[src/rtl/dpi_flow_ctx_sched_pkg.sv]
// Shared types for the DPI flow-context scheduler.
// Holds the FSM state encoding and the default widths.
package dpi_flow_ctx_sched_pkg;

  localparam int FLOW_W_DEF  = 6;
  localparam int STATE_W_DEF = 11;
  localparam int OFF_W_DEF   = 16;
  localparam int CNT_W_DEF   = 16;

  typedef enum logic [1:0] {
    S_IDLE   = 2'd0,
    S_LOAD   = 2'd1,
    S_STREAM = 2'd2,
    S_SAVE   = 2'd3
  } sched_state_t;

endpackage

[src/rtl/dpi_flow_ctx_ram.sv]
// Per-flow DFA context table: async read, sync write.
// Ports: clk, rst (async clear of valid bits), we/waddr/wdata, raddr -> rdata/rvalid.
module dpi_flow_ctx_ram #(
  parameter int FLOW_W  = 6,
  parameter int STATE_W = 11
) (
  input  logic               clk,
  input  logic               rst,
  input  logic               we,
  input  logic [FLOW_W-1:0]  waddr,
  input  logic [STATE_W-1:0] wdata,
  input  logic [FLOW_W-1:0]  raddr,
  output logic [STATE_W-1:0] rdata,
  output logic               rvalid
);

  localparam int DEPTH = 2 ** FLOW_W;

  logic [STATE_W-1:0] mem [DEPTH];
  logic [DEPTH-1:0]   valid;

  // Contents are not reset; the valid vector masks stale entries.
  always_ff @(posedge clk) begin
    if (we) mem[waddr] <= wdata;
  end

  always_ff @(posedge clk or posedge rst) begin
    if (rst) valid <= '0;
    else if (we) valid[waddr] <= 1'b1;
  end

  assign rdata  = mem[raddr];
  assign rvalid = valid[raddr];

endmodule

[src/rtl/dpi_flow_ctx_sched.sv]
// Flow-context scheduler feeding a regex DFA engine: restores/saves per-flow
// DFA state around each packet and registers engine accepts as match reports.
// Ports: in_* byte stream (valid/ready), eng_* engine side, match_* reports,
// proto_err framing pulse, match_cnt (live only with DPI_FLOW_MATCH_CNT_EN).
module dpi_flow_ctx_sched
  import dpi_flow_ctx_sched_pkg::*;
#(
  parameter int FLOW_W  = FLOW_W_DEF,
  parameter int STATE_W = STATE_W_DEF,
  parameter int OFF_W   = OFF_W_DEF,
  parameter int CNT_W   = CNT_W_DEF
) (
  input  logic               clk,
  input  logic               rst,
  input  logic               in_vld,
  output logic               in_rdy,
  input  logic [7:0]         in_data,
  input  logic               in_sop,
  input  logic               in_eop,
  input  logic [FLOW_W-1:0]  in_flow,
  input  logic               in_flow_new,
  output logic [7:0]         eng_char,
  output logic               eng_char_vld,
  output logic [STATE_W-1:0] eng_state,
  output logic               eng_state_vld,
  input  logic [STATE_W-1:0] eng_state_out,
  input  logic               eng_accept,
  output logic               match_vld,
  output logic [FLOW_W-1:0]  match_flow,
  output logic [OFF_W-1:0]   match_off,
  output logic               match_eop,
  output logic               proto_err,
  output logic [CNT_W-1:0]   match_cnt
);

  sched_state_t       state, state_nxt;
  logic [FLOW_W-1:0]  cur_flow;
  logic               new_flag;
  logic               first;
  logic [OFF_W-1:0]   off;
  logic [STATE_W-1:0] ctx_state;
  logic               ctx_valid;
  logic               acc;
  logic               hit;

  dpi_flow_ctx_ram #(
    .FLOW_W  (FLOW_W),
    .STATE_W (STATE_W)
  ) u_ram (
    .clk    (clk),
    .rst    (rst),
    .we     (state == S_SAVE),
    .waddr  (cur_flow),
    .wdata  (eng_state_out),
    .raddr  (cur_flow),
    .rdata  (ctx_state),
    .rvalid (ctx_valid)
  );

  assign acc = (state == S_STREAM) && in_vld;
  assign hit = acc && eng_accept;

  always_comb begin
    state_nxt     = state;
    in_rdy        = 1'b0;
    proto_err     = 1'b0;
    eng_char      = '0;
    eng_char_vld  = 1'b0;
    eng_state     = '0;
    eng_state_vld = 1'b0;
    unique case (state)
      S_IDLE: begin
        // The sop beat is held and re-presented once context is loaded.
        in_rdy = !(in_vld && in_sop);
        if (in_vld && in_sop) state_nxt = S_LOAD;
        else if (in_vld)      proto_err = 1'b1;
      end
      S_LOAD: begin
        eng_state_vld = 1'b1;
        if (!new_flag && ctx_valid) eng_state = ctx_state;
        state_nxt = S_STREAM;
      end
      S_STREAM: begin
        in_rdy       = 1'b1;
        eng_char     = in_data;
        eng_char_vld = in_vld;
        proto_err    = in_vld && in_sop && !first;
        if (in_vld && in_eop) state_nxt = S_SAVE;
      end
      S_SAVE: state_nxt = S_IDLE;
      default: state_nxt = S_IDLE;
    endcase
    // Keep every output quiet while reset is held.
    if (rst) begin
      in_rdy    = 1'b0;
      proto_err = 1'b0;
    end
  end

  always_ff @(posedge clk or posedge rst) begin
    if (rst) begin
      state      <= S_IDLE;
      cur_flow   <= '0;
      new_flag   <= 1'b0;
      first      <= 1'b0;
      off        <= '0;
      match_vld  <= 1'b0;
      match_flow <= '0;
      match_off  <= '0;
      match_eop  <= 1'b0;
    end else begin
      state     <= state_nxt;
      match_vld <= hit;
      if (state == S_IDLE && in_vld && in_sop) begin
        cur_flow <= in_flow;
        new_flag <= in_flow_new;
      end
      if (state == S_LOAD) begin
        off   <= '0;
        first <= 1'b1;
      end
      if (acc) begin
        first <= 1'b0;
        if (off != '1) off <= off + 1'b1;
      end
      if (hit) begin
        match_flow <= cur_flow;
        match_off  <= off;
        match_eop  <= in_eop;
      end
    end
  end

`ifdef DPI_FLOW_MATCH_CNT_EN
  always_ff @(posedge clk or posedge rst) begin
    if (rst) match_cnt <= '0;
    else if (match_vld && match_cnt != '1) match_cnt <= match_cnt + 1'b1;
  end
`else
  assign match_cnt = '0;
`endif

endmodule

[config.mk]
export PLATFORM = sky130hd
export DESIGN_NAME = dpi_flow_ctx_sched
export DESIGN_NICKNAME = d
export VERILOG_FILES = /design/src/rtl/dpi_flow_ctx_sched_pkg.sv /design/src/rtl/dpi_flow_ctx_ram.sv /design/src/rtl/dpi_flow_ctx_sched.sv
export SDC_FILE = /design/constraint.sdc
export NUM_CORES = 1
export LEC_CHECK = 0
export ABC_AREA = 1
export BUFFER_PORTS_ARGS = -buffer_cell sky130_fd_sc_hd__buf_2
export CORE_MARGIN = 5
export CORE_UTILIZATION = 40
export CTS_BUF_LIST = sky130_fd_sc_hd__clkbuf_4 sky130_fd_sc_hd__clkbuf_8 sky130_fd_sc_hd__clkbuf_16
export DETAILED_ROUTE_END_ITERATION = 16
export GPL_TIMING_DRIVEN = 0
export PLACE_DENSITY = 0.57
export SLEW_MARGIN = 20
export SYNTH_ARGS = -nofsm -noshare
export SYNTH_HDL_FRONTEND = slang
export SYNTH_SLANG_ARGS = --single-unit
[constraint.sdc]
create_clock -name clk -period 8.9 [get_ports clk]
set_input_delay 1.78 -clock clk [delete_from_list [all_inputs] [get_ports clk]]
set_output_delay 1.78 -clock clk [all_outputs]
set_load 0.01 [all_outputs]
**Word-level counts from Yosys, hierarchy flattened**

Memories as Yosys holds them, arrays and structs flattened.
Cells that the tools add are included.
W data, S select, Z words.

- Register bits after elaboration: 114
- Latch bits: 0
- RAM bits: 704
- ROM bits: 0
- Input port bits: 32
- Output and inout bits: 63
- Logic and storage cells: 61
- Memories kept: 1

Memories:

| name | depth | bits a word | read ports | clocked after memory_dff | wr ports | line | source |
|---|---|---|---|---|---|---|---|
| u_ram.mem | 64 | 11 | 1 | 0 | 1 | dpi_flow_ctx_ram.sv:19 | `logic [STATE_W-1:0] mem [DEPTH];` |

- Add/subtract/negate cells: 1
- Multiply operators: 0
- Divide/modulo/power cells: 0
- Order comparisons: 2
- Equality and inequality tests: 6
- Shift-type cells: 0
- Multiplexer cells: 25
- Bitwise logic cells: 1
- Reductions and logical operators: 15

Operators by type and width:

| cell | count |
|---|---|
| $or A64 B64 Y64 | 1 |
| $mux W16 | 3 |
| $mux W11 | 2 |
| $add A16 B1 Y16 const B | 1 |
| $ne A16 B16 Y1 const B | 1 |
| $mux W1 | 12 |
| $logic_and A1 B1 Y1 | 9 |
| $mux W8 | 1 |
| $pmux W2 S4 | 1 |
| $lt A6 B7 Y1 const B | 1 |
| $bmux W1 S6 | 1 |
| $demux W1 S6 | 1 |
| $ge A6 B1 Y1 const B | 1 |
| $eq A2 B2 Y1 const B | 2 |
| $mux W2 | 2 |
| $pmux W1 S2 | 2 |
| $logic_not A1 Y1 | 3 |
| $eq A2 B1 Y1 const B | 1 |
| $logic_not A2 Y1 | 1 |
| $ne A2 B1 Y1 const B | 1 |
| $ne A2 B2 Y1 const B | 1 |
| $reduce_and A2 Y1 | 1 |
| $reduce_bool A2 Y1 | 1 |

**Depth between registers and ports, before layout**

- Depth in word-level cells: 5
- Depth in mapped cells: 16
- Gate-level depth less buffers: 13

**By module**

A second synthesis with hierarchy kept.

- Cell total of the unflattened synthesis: 3069
- Area, all modules: 34242.8 um^2

By module, submodules not included:

| module | times used | cells each | area each (um^2) | sequential area each (um^2) |
|---|---|---|---|---|
| dpi_flow_ctx_ram | 1 | 2714 | 31526.5 | 22741.8 |
| dpi_flow_ctx_sched | 1 | 355 | 2716.4 | 1251.2 |

**Worst setup path after synthesis**

Ideal clock, no wire load.

- Path kind: input port to output port
- From: in in_vld
- To: out proto_err
- Arrival time: 2395 ps
- Data required time: 7120 ps
- Path slack: 4725 ps
- Stages: 4
- Path buffers: 0
- Cell sequence: nand2_1 > clkinv_1 > a31oi_1 > nor2_1

- Cells in the longest elaborated chain, start to end: 4
- Elaborated cells between the ends (all ways): 6
- Classes of those cells: mux (4); reduce/logical (2)

RTL lines:

| what | line | source |
|---|---|---|
| start, declared | dpi_flow_ctx_sched.sv:15 | `input logic in_vld,` |
| $mux W1 or $logic_and A1 B1 Y1 (tied branches) | dpi_flow_ctx_sched.sv:76, dpi_flow_ctx_sched.sv:75, dpi_flow_ctx_sched.sv:87 |  |
| $mux W1 or $logic_and A1 B1 Y1 (tied branches) | dpi_flow_ctx_sched.sv:75, dpi_flow_ctx_sched.sv:87 |  |
| $pmux W1 S2 * | dpi_flow_ctx_sched.sv:71 | `unique case (state)` |
| $mux W1 * | dpi_flow_ctx_sched.sv:94 | `if (rst) begin` |
| end, declared | dpi_flow_ctx_sched.sv:32 | `output logic proto_err,` |

Every way passes the cells marked *; elsewhere a longest branch is shown, timed or not.

**Worst setup path in the final report**

- From: reg cur_flow[1]
- To: out eng_state[2]

- Cells in the longest elaborated chain, start to end: 5
- Elaborated cells between the ends (all ways): 6
- Classes of those cells: mux (4); reduce/logical (1); memory (1)

RTL lines:

| what | line | source |
|---|---|---|
| start, declared | dpi_flow_ctx_sched.sv:37 | `logic [FLOW_W-1:0] cur_flow;` |
| start signal, assigned | dpi_flow_ctx_sched.sv:115 | `cur_flow <= in_flow;` |
| $bmux W1 S6 | dpi_flow_ctx_ram.sv:33 | `assign rvalid = valid[raddr];` |
| $mux W1 (not written as such) | dpi_flow_ctx_ram.sv:33 |  |
| $logic_and A1 B1 Y1 | dpi_flow_ctx_sched.sv:80 | `if (!new_flag && ctx_valid) eng_state = ctx_state;` |
| $mux W11 * | dpi_flow_ctx_sched.sv:80 |  |
| $mux W11 * | dpi_flow_ctx_sched.sv:71 |  |
| end, declared | dpi_flow_ctx_sched.sv:24 | `output logic [STATE_W-1:0] eng_state,` |

Every way passes the cells marked *; elsewhere a longest branch is shown, timed or not. The select of a mux whose other input is x is not followed.

==> reports/summary.log <==
qor: power.p_leak 0.0195 uW
qor: cells_and_area.layout_cells_sized_above_1 0.117
qor: worst_setup_path.r2r_slack 5230 ps
qor: sta.post-route-min-period 5790 ps
qor: synthesis.postSynthRegisterBits 818
qor: sta.worst_pin_slew 1220 ps
qor: drt.drt_pass1_iterations 6
qor: synthesis.synth_cell_types 30
qor: sta.timing.slew.headroom 0.189
qor: power.cell_pwr_density 297 nW/um^2
qor: die.initial_utilization 0.401
qor: cts.worst_setup_hold_path_clk_slew 60 ps
qor: global_routing.global_route.usage.total 0.236
qor: min_path.hold_end u_ram.valid[62]$_DFFE_PP0P_
qor: job.drv_cap 0
qor: cts.clock-sinks 818
qor: cts.num_cts_buffers 87
qor: die.placementRows 111
qor: place.port-buffer-count 78
qor: drt.route.antenna.remaining_nets 0
qor: sta.skew 29.0 ps
qor: sta.fmax 173 MHz
qor: cts.clock-root-buffer clkbuf_16
qor: global_routing.antenna_found_initial 1
qor: synthesis.sequential_area_share_after_synthesis 0.655
qor: drt.detailroute.via_count 26.9k
qor: cts.worstSkewPairLatency 660 ps
qor: drt.wl 118000 um
qor: synthesis.yosysWarningCount 0
qor: cells_and_area.fillCellCount 8564
qor: cells_and_area.layoutNonFillerInstCount 5403
qor: cts.cts-hold-fix-buffers 0
qor: global_routing.grt_first_pass_wirelength 169000 um
qor: die.die_w 313 um
qor: synthesis.synthesized_area_per_cell 9.33 um^2
qor: cells_and_area.commonest_cells_after_routing_fill_and_taps_aside 1689 x nand2_1, 704 x edfxtp_1, 534 x inv_1
qor: worst_setup_path.worst_ep_required_time 7120 ps
qor: power.ir_drop 172 uV
qor: worst_setup_path.worstSetupEndpointType output port
qor: place.numPlacedInstances 5243
qor: place.place.detailed.hpwl 81100 um
qor: synthesis.yosys.area.top_type_share 0.578
qor: worst_setup_path.crit_fanout 10
qor: min_path.hold_depth 2
qor: global_routing.gr-total-overflow 0
qor: synthesis.mappedNetlistArea 36600 um^2
qor: synthesis.syn-instance-count 3923
qor: cells_and_area.final_common_cell nand2_1
qor: cells_and_area.syn_to_final_growth 15.1%
qor: worst_setup_path.critPathArrivalTime 4010 ps
qor: min_path.hold_path.startpoint u_ram.valid[62]$_DFFE_PP0P_
qor: cts.cts_tree done
qor: power.power 12500 uW
qor: global_routing.grt_start_max_net_pins 66
qor: sta.post-route-period-util 0.651
qor: cts.htreeDepth 3
qor: worst_setup_path.timing.rr.end u_ram.mem[31][5]$_DFFE_PP_
qor: status.outcome finished, final reports clean
qor: drt.routed_wire_length_per_instance 21.9 um
qor: die.design.core.area 91200 um^2
qor: die.die_height 313 um
qor: sta.grt_setup_unrepaired false
qor: sta.count_of_final_hold_check_violations 0
qor: cts.cts.repair.resized 0
qor: drt.detail_route.drc_violations 0
qor: die.fp.dieArea 97700 um^2
qor: sta.setup-violations-final 0
qor: min_path.hold_class reg2reg
qor: drt.detail_route.iter0.violations 3085
qor: synthesis.synthTopCellsByArea edfxtp_1 58%, nand2_1 17%, dfrtp_1 7.8%, inv_1 5.5%, nor2_1 3.5%
qor: sta.final.setup.tns 0 ps
qor: place.gp_congestion 0.937
qor: synthesis.yosys.area.top_type edfxtp_1
qor: worst_setup_path.worstRegToRegCells 5
qor: worst_setup_path.setup.worst_path.class reg2out
qor: cts.cts.path.max_buffers 3
qor: drt.vias_per_cell 4.98
qor: worst_setup_path.start_kind flip-flop
qor: global_routing.grt_pass1_vias 25.1k
qor: worst_setup_path.reg2reg_from cur_flow[1]$_DFFE_PP0P_
qor: cts.cts.repair_timing.setup_buffer_count 0
qor: cells_and_area.nNetsFinal 4184
qor: die.design.portCount 95
qor: sta.worst_hold_slack 460 ps
qor: sta.final_max_slew_viol_count 0
[flip-flops by register name, summed over array words and instances (netlist names)]
| signal | count |
|---|---|
| first | 1 |
| state | 2 |
| match_off | 16 |
| u_ram.mem | 704 |
| new_flag | 1 |
| cur_flow | 6 |
| off | 16 |
| u_ram.valid | 64 |
| match_eop | 1 |
| match_flow | 6 |
| match_vld | 1 |
[how the worst max path moves through the flow]
stage                       startpoint                           to  slack [ps]  cells past startpoint
6_report       cur_flow[1]$_DFFE_PP0P_                 eng_state[2]        3110                     13
5_1_grt        cur_flow[1]$_DFFE_PP0P_                 eng_state[2]        3100                     13
4_1_cts        cur_flow[1]$_DFFE_PP0P_                 eng_state[2]        3290                     13
3_5_place_dp   cur_flow[1]$_DFFE_PP0P_                 eng_state[2]        4010                     13
3_3_place_gp                       rst  u_ram.valid[57]$_DFFE_PP0P_        2500                      2
2_1_floorplan                      rst      cur_flow[0]$_DFFE_PP0P_        4100                      1
[power by group]
part	switching (uW)	internal, uW
sequential	111	4420
clock	1520	2000
combinational	3280	1170
total	4910	7580
[through the flow]
stage	setup slack [ps]	cell area (um^2)	utilization
after global placement	2500	38500	0.422
after CTS	3290	42100	0.462
final	3110	42100	0.462
after global routing	3100	42100	0.462
after detailed placement	4010	39400	0.432
after floorplan	4100	36700	-
[worst max-delay path: stages (launching register included)]
cell and delay, ps:
dfrtp_1 400, buf_2 250, buf_2 290, buf_1 500
nand2_1 210, nand2_1 90, nand2_1 70, nand2_1 60
nand2_1 90, nand2_1 60, nor2_1 290, nand3_1 130
nor2_1 610, buf_2 260
[Yosys cell counts, drive strengths merged]
| cell | instances |
|---|---|
| o211ai | 1 |
| xnor2 | 1 |
| clkinv | 4 |
| clkbuf | 49 |
| o31ai | 1 |
| buf | 142 |
| and2 | 1 |
| nor2 | 343 |
| o21ai | 135 |
| nor3 | 12 |
| dfrtp | 114 |
| nand3b | 3 |
| nand2 | 1691 |
| nand4 | 15 |
| a31oi | 2 |
| a21oi | 50 |
| a22oi | 1 |
| inv | 538 |
| nand3 | 24 |
| edfxtp | 704 |
| conb | 1 |
| ha | 6 |
| or2 | 52 |
| o21bai | 33 |
[cell type report]
type	count	area (um^2)	share of cell area
Sequential cell	818	24000	0.570
Multi-Input combinational cell	2387	9820	0.233
Clock buffer	107	2400	0.0569
Inverter	542	2040	0.0484
Tap cell	1186	1480	0.0352
Timing Repair Buffer	119	1050	0.0249
Buffer	191	1010	0.0241
Clock inverter	52	330	0.00784
Antenna cell	1	2.50	0.0000594
[layer usage]
layer | vias to the layer above | track usage | wire [um]
li1 | 12622 | - | -
met1 | 12857 | 0.321 | 49100
met2 | 1173 | 0.374 | 53400
met3 | 241 | 0.0448 | 10200
met4 | 0 | 0.104 | 5530
met5 | - | 0 | 0
[logic make-up after synthesis]
family,after synthesis,synth area share
simple gates,2141,0.226
buf+inv,733,0.0833
xor+xnor,1,0.000239
other cells,1,0.000102
fa+ha+maj,6,0.00205
compound gates,223,0.0330
flops,818,0.655
Note: power is estimated with default switching activity, not from simulation.
